`config.mk`:
```
export PLATFORM = sky130hd
export DESIGN_NAME = dcache_tag_ctrl
export DESIGN_NICKNAME = d
export VERILOG_FILES = /design/src/rtl/dcache_tag_ctrl.sv
export SDC_FILE = /design/constraint.sdc
export NUM_CORES = 1
export LEC_CHECK = 0
export BUFFER_PORTS_ARGS = -buffer_cell sky130_fd_sc_hd__buf_2
export CAP_MARGIN = 20
export CORE_ASPECT_RATIO = 0.8
export CORE_MARGIN = 2
export CORE_UTILIZATION = 48
export DETAILED_ROUTE_END_ITERATION = 8
export HOLD_SLACK_MARGIN = 0.12
export PLACE_DENSITY_LB_ADDON = 0.15
export SYNTH_ARGS = -nofsm -noshare
export SYNTH_HDL_FRONTEND = slang
export SYNTH_SLANG_ARGS = --single-unit
```
`constraint.sdc`:
```
create_clock -name clk -period 2.18 [get_ports clk]
set_clock_uncertainty 0.1 [all_clocks]
set_input_delay 0.109 -clock clk [delete_from_list [all_inputs] [get_ports clk]]
set_output_delay 0.109 -clock clk [all_outputs]
set_load 0.02 [all_outputs]
```
`src/rtl/dcache_tag_ctrl.sv`:
```
// dcache_tag_ctrl: sequencer for the data-cache tag store.
// It clears the 512-entry tag RAM after reset. It then serialises load
// lookups, store lookups, fills and invalidates from the cache pipeline.
// Optional feature macro: DCACHE_TAG_STATS_EN builds the hit/miss counters.
// Without the macro, hit_cnt and miss_cnt are tied to 0.
//
// Handshake: a request transfers on a rising edge where req_valid and
// req_ready are both high. req_ready is high only in IDLE and never while
// rst is asserted. resp_valid is a single-cycle pulse with no back-pressure.
module dcache_tag_ctrl #(
  parameter int ADDR_WIDTH   = 32,
  parameter int OFFSET_WIDTH = 4,
  parameter int INDEX_WIDTH  = 9,
  parameter int TAG_WIDTH    = ADDR_WIDTH - INDEX_WIDTH - OFFSET_WIDTH
) (
  input  logic                   clk,
  input  logic                   rst,
  input  logic                   req_valid,
  output logic                   req_ready,
  input  logic [1:0]             req_op,
  input  logic [ADDR_WIDTH-1:0]  req_addr,
  input  logic                   req_fill_dirty,
  output logic                   resp_valid,
  output logic                   resp_hit,
  output logic                   resp_dirty,
  output logic                   resp_victim_valid,
  output logic                   resp_victim_dirty,
  output logic [TAG_WIDTH-1:0]   resp_victim_tag,
  output logic                   init_done,
  output logic [31:0]            hit_cnt,
  output logic [31:0]            miss_cnt,
  output logic                   tag_wr_en,
  output logic [INDEX_WIDTH-1:0] tag_wr_addr,
  output logic [TAG_WIDTH+1:0]   tag_wr_data,
  output logic [INDEX_WIDTH-1:0] tag_rd_addr,
  input  logic [TAG_WIDTH+1:0]   tag_rd_data
);

  localparam int EW = TAG_WIDTH + 2;

  typedef enum logic [1:0] {
    S_INIT   = 2'd0,
    S_IDLE   = 2'd1,
    S_LOOKUP = 2'd2
  } state_t;

  state_t                 state, state_nxt;
  logic [INDEX_WIDTH-1:0] sweep_cnt;
  logic [INDEX_WIDTH-1:0] idx_q;
  logic [TAG_WIDTH-1:0]   tag_q;
  logic                   op_store_q;

  logic [INDEX_WIDTH-1:0] req_idx;
  logic [TAG_WIDTH-1:0]   req_tag;
  logic                   rd_valid, rd_dirty, lookup_hit;
  logic [TAG_WIDTH-1:0]   rd_tag;
  logic                   unused_offset;

  assign req_idx       = req_addr[OFFSET_WIDTH +: INDEX_WIDTH];
  assign req_tag       = req_addr[OFFSET_WIDTH+INDEX_WIDTH +: TAG_WIDTH];
  assign unused_offset = ^req_addr[OFFSET_WIDTH-1:0];

  assign rd_valid   = tag_rd_data[EW-1];
  assign rd_dirty   = tag_rd_data[EW-2];
  assign rd_tag     = tag_rd_data[TAG_WIDTH-1:0];
  assign lookup_hit = rd_valid && (rd_tag == tag_q);

  // Next-state, handshake and tag RAM port control; rst forces quiet ports.
  always_comb begin
    state_nxt   = state;
    req_ready   = 1'b0;
    tag_wr_en   = 1'b0;
    tag_wr_addr = sweep_cnt;
    tag_wr_data = '0;
    tag_rd_addr = idx_q;
    case (state)
      S_INIT: begin
        tag_wr_en   = 1'b1;
        tag_wr_addr = sweep_cnt;
        if (sweep_cnt == '1) state_nxt = S_IDLE;
      end
      S_IDLE: begin
        req_ready   = 1'b1;
        tag_rd_addr = req_idx;
        if (req_valid) begin
          case (req_op)
            2'b10: begin
              tag_wr_en   = 1'b1;
              tag_wr_addr = req_idx;
              tag_wr_data = {1'b1, req_fill_dirty, req_tag};
            end
            2'b11: begin
              tag_wr_en   = 1'b1;
              tag_wr_addr = req_idx;
              tag_wr_data = '0;
            end
            default: state_nxt = S_LOOKUP;
          endcase
        end
      end
      S_LOOKUP: begin
        state_nxt = S_IDLE;
        // Only a store hit on a clean line needs the dirty bit set.
        if (op_store_q && lookup_hit && !rd_dirty) begin
          tag_wr_en   = 1'b1;
          tag_wr_addr = idx_q;
          tag_wr_data = {1'b1, 1'b1, tag_q};
        end
      end
      default: state_nxt = S_INIT;
    endcase
    if (rst) begin
      state_nxt   = S_INIT;
      req_ready   = 1'b0;
      tag_wr_en   = 1'b0;
      tag_rd_addr = '0;
    end
  end

  // State register, sweep counter and captured lookup request.
  always_ff @(posedge clk) begin
    if (rst) begin
      state      <= S_INIT;
      sweep_cnt  <= '0;
      idx_q      <= '0;
      tag_q      <= '0;
      op_store_q <= 1'b0;
      init_done  <= 1'b0;
    end else begin
      state <= state_nxt;
      if (state == S_INIT) begin
        sweep_cnt <= sweep_cnt + 1'b1;
        if (sweep_cnt == '1) init_done <= 1'b1;
      end
      if (state == S_IDLE && req_valid && !req_op[1]) begin
        idx_q      <= req_idx;
        tag_q      <= req_tag;
        op_store_q <= req_op[0];
      end
    end
  end

  // Registered lookup response; fields hold their last value between pulses.
  always_ff @(posedge clk) begin
    if (rst) begin
      resp_valid        <= 1'b0;
      resp_hit          <= 1'b0;
      resp_dirty        <= 1'b0;
      resp_victim_valid <= 1'b0;
      resp_victim_dirty <= 1'b0;
      resp_victim_tag   <= '0;
    end else begin
      resp_valid <= (state == S_LOOKUP);
      if (state == S_LOOKUP) begin
        resp_hit          <= lookup_hit;
        resp_dirty        <= lookup_hit && (op_store_q || rd_dirty);
        resp_victim_valid <= !lookup_hit && rd_valid;
        resp_victim_dirty <= !lookup_hit && rd_valid && rd_dirty;
        resp_victim_tag   <= lookup_hit ? '0 : rd_tag;
      end
    end
  end

`ifdef DCACHE_TAG_STATS_EN
  logic [31:0] hit_q, miss_q;

  // Saturating hit/miss counters, updated alongside the response register.
  always_ff @(posedge clk) begin
    if (rst) begin
      hit_q  <= '0;
      miss_q <= '0;
    end else if (state == S_LOOKUP) begin
      if (lookup_hit) begin
        if (hit_q != '1) hit_q <= hit_q + 32'd1;
      end else begin
        if (miss_q != '1) miss_q <= miss_q + 32'd1;
      end
    end
  end

  assign hit_cnt  = hit_q;
  assign miss_cnt = miss_q;
`else
  assign hit_cnt  = '0;
  assign miss_cnt = '0;
`endif

endmodule

```
==> flow_results.xml <==
<?xml version="1.0" encoding="UTF-8"?>
<metrics>
  <group name="clock_network">
    <metric name="clk_pin_slew" unit="ps">80</metric>
    <metric name="cts_num_sinks" unit="">65</metric>
    <metric name="tritoncts" unit="">built</metric>
    <metric name="insertion_delay" unit="ps">350</metric>
    <metric name="cts-root-to-sink-buffers" unit="">2</metric>
    <metric name="clock_tree.root_cell" unit="">sky130_fd_sc_hd__clkbuf_8</metric>
    <metric name="cts_buffers" unit="">9</metric>
    <metric name="cts_max_level" unit="">3</metric>
  </group>
  <group name="pwr">
    <metric name="max-vdd-ir-drop" unit="uV">333</metric>
    <metric name="power_per_cell_area" unit="nW/um^2">469</metric>
    <metric name="power.leakage" unit="uW">0.00245</metric>
  </group>
  <group name="synthesis">
    <metric name="ys_ff_latch" unit="">65</metric>
    <metric name="synth_flop_cell" unit="">sky130_fd_sc_hd__dfxtp_1</metric>
    <metric name="synth.top_cell.area_share" unit="%">31.8</metric>
    <metric name="ys_top_cells_by_count" unit="">sky130_fd_sc_hd__nand2_1 (89), sky130_fd_sc_hd__buf_4 (66), sky130_fd_sc_hd__dfxtp_1 (65)</metric>
    <metric name="synth-edff-count" unit="">0</metric>
    <metric name="yosysWarningCount" unit="">0</metric>
    <metric name="ys_async_rst_share" unit="%">0</metric>
    <metric name="synthMostInstantiatedCell" unit="">sky130_fd_sc_hd__nand2_1</metric>
    <metric name="netlist.top_cell.by_area" unit="">sky130_fd_sc_hd__dfxtp_1</metric>
    <metric name="netlist-cell-type-count" unit="">39</metric>
    <metric name="seq_area_frac_synth" unit="%">31.8</metric>
    <metric name="post_synth_inst_count" unit="">521</metric>
    <metric name="synth.cell_area" unit="sq um">4090</metric>
    <metric name="cell_types_occupying_the_most_area_after_synthesis" unit="">sky130_fd_sc_hd__dfxtp_1 (32%), sky130_fd_sc_hd__buf_4 (12%), sky130_fd_sc_hd__nand2_1 (8.2%)</metric>
    <metric name="syn_avg_cell_area" unit="sq um">7.86</metric>
  </group>
  <group name="global_route">
    <metric name="groute.usage.overall" unit="%">28.8</metric>
    <metric name="antenna_violations_before_repair" unit="">0</metric>
    <metric name="grt_first_pass_wirelength" unit="um">21000</metric>
    <metric name="grt-ovfl-total" unit="">0</metric>
    <metric name="grt_pass1_vias" unit="">4091</metric>
    <metric name="grt_start_max_net_pins" unit="">40</metric>
  </group>
  <group name="route">
    <metric name="drtAntennaViolNets" unit="">0</metric>
    <metric name="wl_per_cell" unit="um">16.8</metric>
    <metric name="routed_via_density" unit="">5.41</metric>
    <metric name="drt_pre_antenna_iters" unit="">5</metric>
    <metric name="route.final.wire_length" unit="um">13800</metric>
    <metric name="total_number_of_vias" unit="">4469</metric>
    <metric name="remaining_drc_errors" unit="">0</metric>
    <metric name="first_iter_violations" unit="">410</metric>
  </group>
  <group name="finish">
    <metric name="final_layout_size_suffix_gt1_share" unit="%">30.8</metric>
    <metric name="regArea" unit="sq um">1320</metric>
    <metric name="areaGrowthSynthToFinish" unit="%">42.6</metric>
    <metric name="insertedDiodeCount" unit="">0</metric>
    <metric name="layout.filler_cells" unit="">628</metric>
    <metric name="instances_no_fill" unit="">826</metric>
    <metric name="multiInputGateArea" unit="sq um">2560</metric>
    <metric name="finalNetCount" unit="">774</metric>
  </group>
  <group name="worst_setup_path">
    <metric name="reg2reg_from" unit="">tag_q[7]</metric>
    <metric name="worst_setup_path_end_kind" unit="">output port</metric>
    <metric name="timing.critical_path.arrival" unit="ps">2300</metric>
    <metric name="critical_path.startpoint" unit="">tag_q[7]</metric>
    <metric name="timing.rr.end" unit="">resp_victim_tag[8]</metric>
    <metric name="r2r_setup_slack" unit="ps">30</metric>
    <metric name="crit_path_max_fanout" unit="">6</metric>
    <metric name="reg2reg_depth" unit="">7</metric>
    <metric name="startpoint_type" unit="">flop</metric>
    <metric name="crit_required" unit="ps">1970</metric>
    <metric name="timing.setup.critical_path_class" unit="">reg2out</metric>
  </group>
  <group name="job">
    <metric name="drv.max_cap_violation_count" unit="">0</metric>
  </group>
  <group name="floorplan">
    <metric name="top_level_ports" unit="">189</metric>
    <metric name="placement_rows" unit="">30</metric>
    <metric name="core" unit="sq um">8370</metric>
    <metric name="die-height" unit="um">86.6</metric>
    <metric name="initial_utilization" unit="%">48.9</metric>
    <metric name="dieArea" unit="sq um">9290</metric>
    <metric name="dieWidth" unit="um">107</metric>
  </group>
  <group name="place">
    <metric name="final_hpwl_from_detailed_placement" unit="um">8730</metric>
    <metric name="numPortBuffers" unit="">120</metric>
    <metric name="place_congestion" unit="">0.909</metric>
    <metric name="numPlacedInstances" unit="">743</metric>
  </group>
  <group name="hold_path">
    <metric name="min_from" unit="">tag_rd_data[20]</metric>
    <metric name="worstHoldEndpoint" unit="">resp_hit</metric>
    <metric name="worst_hold_path_type" unit="">in2reg</metric>
    <metric name="whs_path_depth" unit="">3</metric>
  </group>
  <group name="timing">
    <metric name="final_min_period_over_clock_period" unit="%">115</metric>
    <metric name="unrepaired_setup_endpoints_after_global_routing" unit="">yes</metric>
    <metric name="hold_violations" unit="">0</metric>
    <metric name="hold_ws" unit="ps">162</metric>
    <metric name="postLayoutSetupSlackWorst" unit="ps">-324</metric>
    <metric name="fmaxAchievable" unit="MHz">399</metric>
    <metric name="maxSlewViolCount" unit="">0</metric>
    <metric name="setup_viol" unit="">31</metric>
    <metric name="finalWorstPathRequiredPeriod" unit="ps">2500</metric>
  </group>
  <group name="run_status">
    <metric name="run_status" unit="">finished with violations</metric>
    <metric name="violated_checks" unit="">setup timing</metric>
  </group>
</metrics>
==> metrics by stage <==
step / setup TNS, ps / cell area (sq um) / worst slack, ps / utilization [%] / power, uW
after floorplan: 0 / 4330 / 90.3 / - / 1490
after global placement: -32.3 / 4660 / -25.0 / 55.6 / 1510
after detailed placement: -1040 / 4660 / -59.4 / 55.6 / 1510
after CTS: -5060 / 5690 / -191 / 68.0 / 2720
after global routing: -8610 / 5840 / -365 / 69.7 / 2820
final: -6420 / 5840 / -324 / 69.7 / 2740
==> state kept, by name, summed over array words and instances (netlist names) <==
register	count
state	2
resp_victim_dirty	1
tag_q	19
resp_victim_valid	1
init_done	1
resp_hit	1
op_store_q	1
idx_q	9
resp_victim_tag	19
resp_dirty	1
sweep_cnt	9
resp_valid	1
==> layout make-up <==
class | count | share of cell area (%)
multi-input cells | 414 | 43.9
clock buffers | 10 | 2.19
well taps | 112 | 2.40
flip-flops and latches | 65 | 22.6
clock inverters | 6 | 1.59
repair buffers | 214 | 27.0
inverters | 5 | 0.322
==> cell families after synthesis <==
family	Yosys count	share of synthesized area, %
AO/OA/AOI/OAI	123	20.4
buffers and inverters	107	16.4
XOR/XNOR	23	4.92
adder cells (fa/ha/maj)	6	1.83
flip-flops	65	31.8
multiplexers	11	2.69
other	1	0.0916
AND/OR/NAND/NOR	185	21.9
==> worst max-delay path by stage <==
stage	endpoint	slack (ps)	cells after the start
final	tag_wr_addr[6]	-320	7
after global routing	tag_wr_data[14]	-360	8
after CTS	tag_wr_data[9]	-190	8
after detailed placement	resp_victim_tag[9]	-60	6
after global placement	tag_wr_en	-30	6
after floorplan	tag_wr_data[10]	90	7
==> timing repair <==
action / CTS / global route
buffers inserted: 11 / 3
hold buffers: 50 / 0
resized for setup: 77 / 32
gates cloned: 3 / 1
endpoints found under the hold margin: 54 / 0
setup endpoints to repair: 50 / 51
pin swaps: 37 / 16
==> per-layer routing <==
layer  vias to the layer above  GRT usage [%]  share of wire, %
met5                         -              0                 0
met4                         0           10.4               3.2
met3                        43           7.44               9.1
met2                       272           45.4                46
met1                      2094           38.3                42
li1                       2060              -                 -
==> power breakdown <==
group          total (uW)  internal [uW]  leakage (uW)  switching, uW
clock                1150            648      0.000103            499
sequential           1200           1190      0.000530           9.94
combinational         389            146       0.00182            243
total                2740           1980       0.00245            753
==> cells in the final DEF (no fill, tap or decap), drive strengths merged, types with 2 or more instances in the layout <==
| cell type | netlist | routed |
|---|---|---|
| a21boi | 21 | 21 |
| a21oi | 44 | 44 |
| a22o | 8 | 8 |
| a32o | 19 | 19 |
| and2 | 9 | 9 |
| buf | 71 | 163 |
| bufinv | 0 | 2 |
| clkbuf | 31 | 11 |
| clkinv | 0 | 2 |
| clkinvlp | 0 | 2 |
| conb | 1 | 64 |
| dfxtp | 65 | 65 |
| dlygate4sd3 | 0 | 50 |
| ha | 6 | 6 |
| inv | 5 | 5 |
| mux2i | 11 | 11 |
| nand2 | 89 | 89 |
| nand2b | 2 | 2 |
| nand3 | 14 | 15 |
| nand4 | 24 | 25 |
| nor2 | 20 | 20 |
| nor2b | 13 | 13 |
| nor3b | 2 | 2 |
| nor4 | 4 | 4 |
| o211ai | 9 | 9 |
| o21ai | 16 | 16 |
| or3 | 4 | 4 |
| xor2 | 22 | 22 |
==> worst max-delay path, cell delays in order (launching register included) <==
cell	delay, ps
sky130_fd_sc_hd__dfxtp_4	350
sky130_fd_sc_hd__xor2_2	160
sky130_fd_sc_hd__nor4_2	350
sky130_fd_sc_hd__and4_4	310
sky130_fd_sc_hd__buf_12	140
sky130_fd_sc_hd__nand4_2	180
sky130_fd_sc_hd__o211ai_1	270
sky130_fd_sc_hd__buf_4	180
Power figures use the tool's default switching activity.
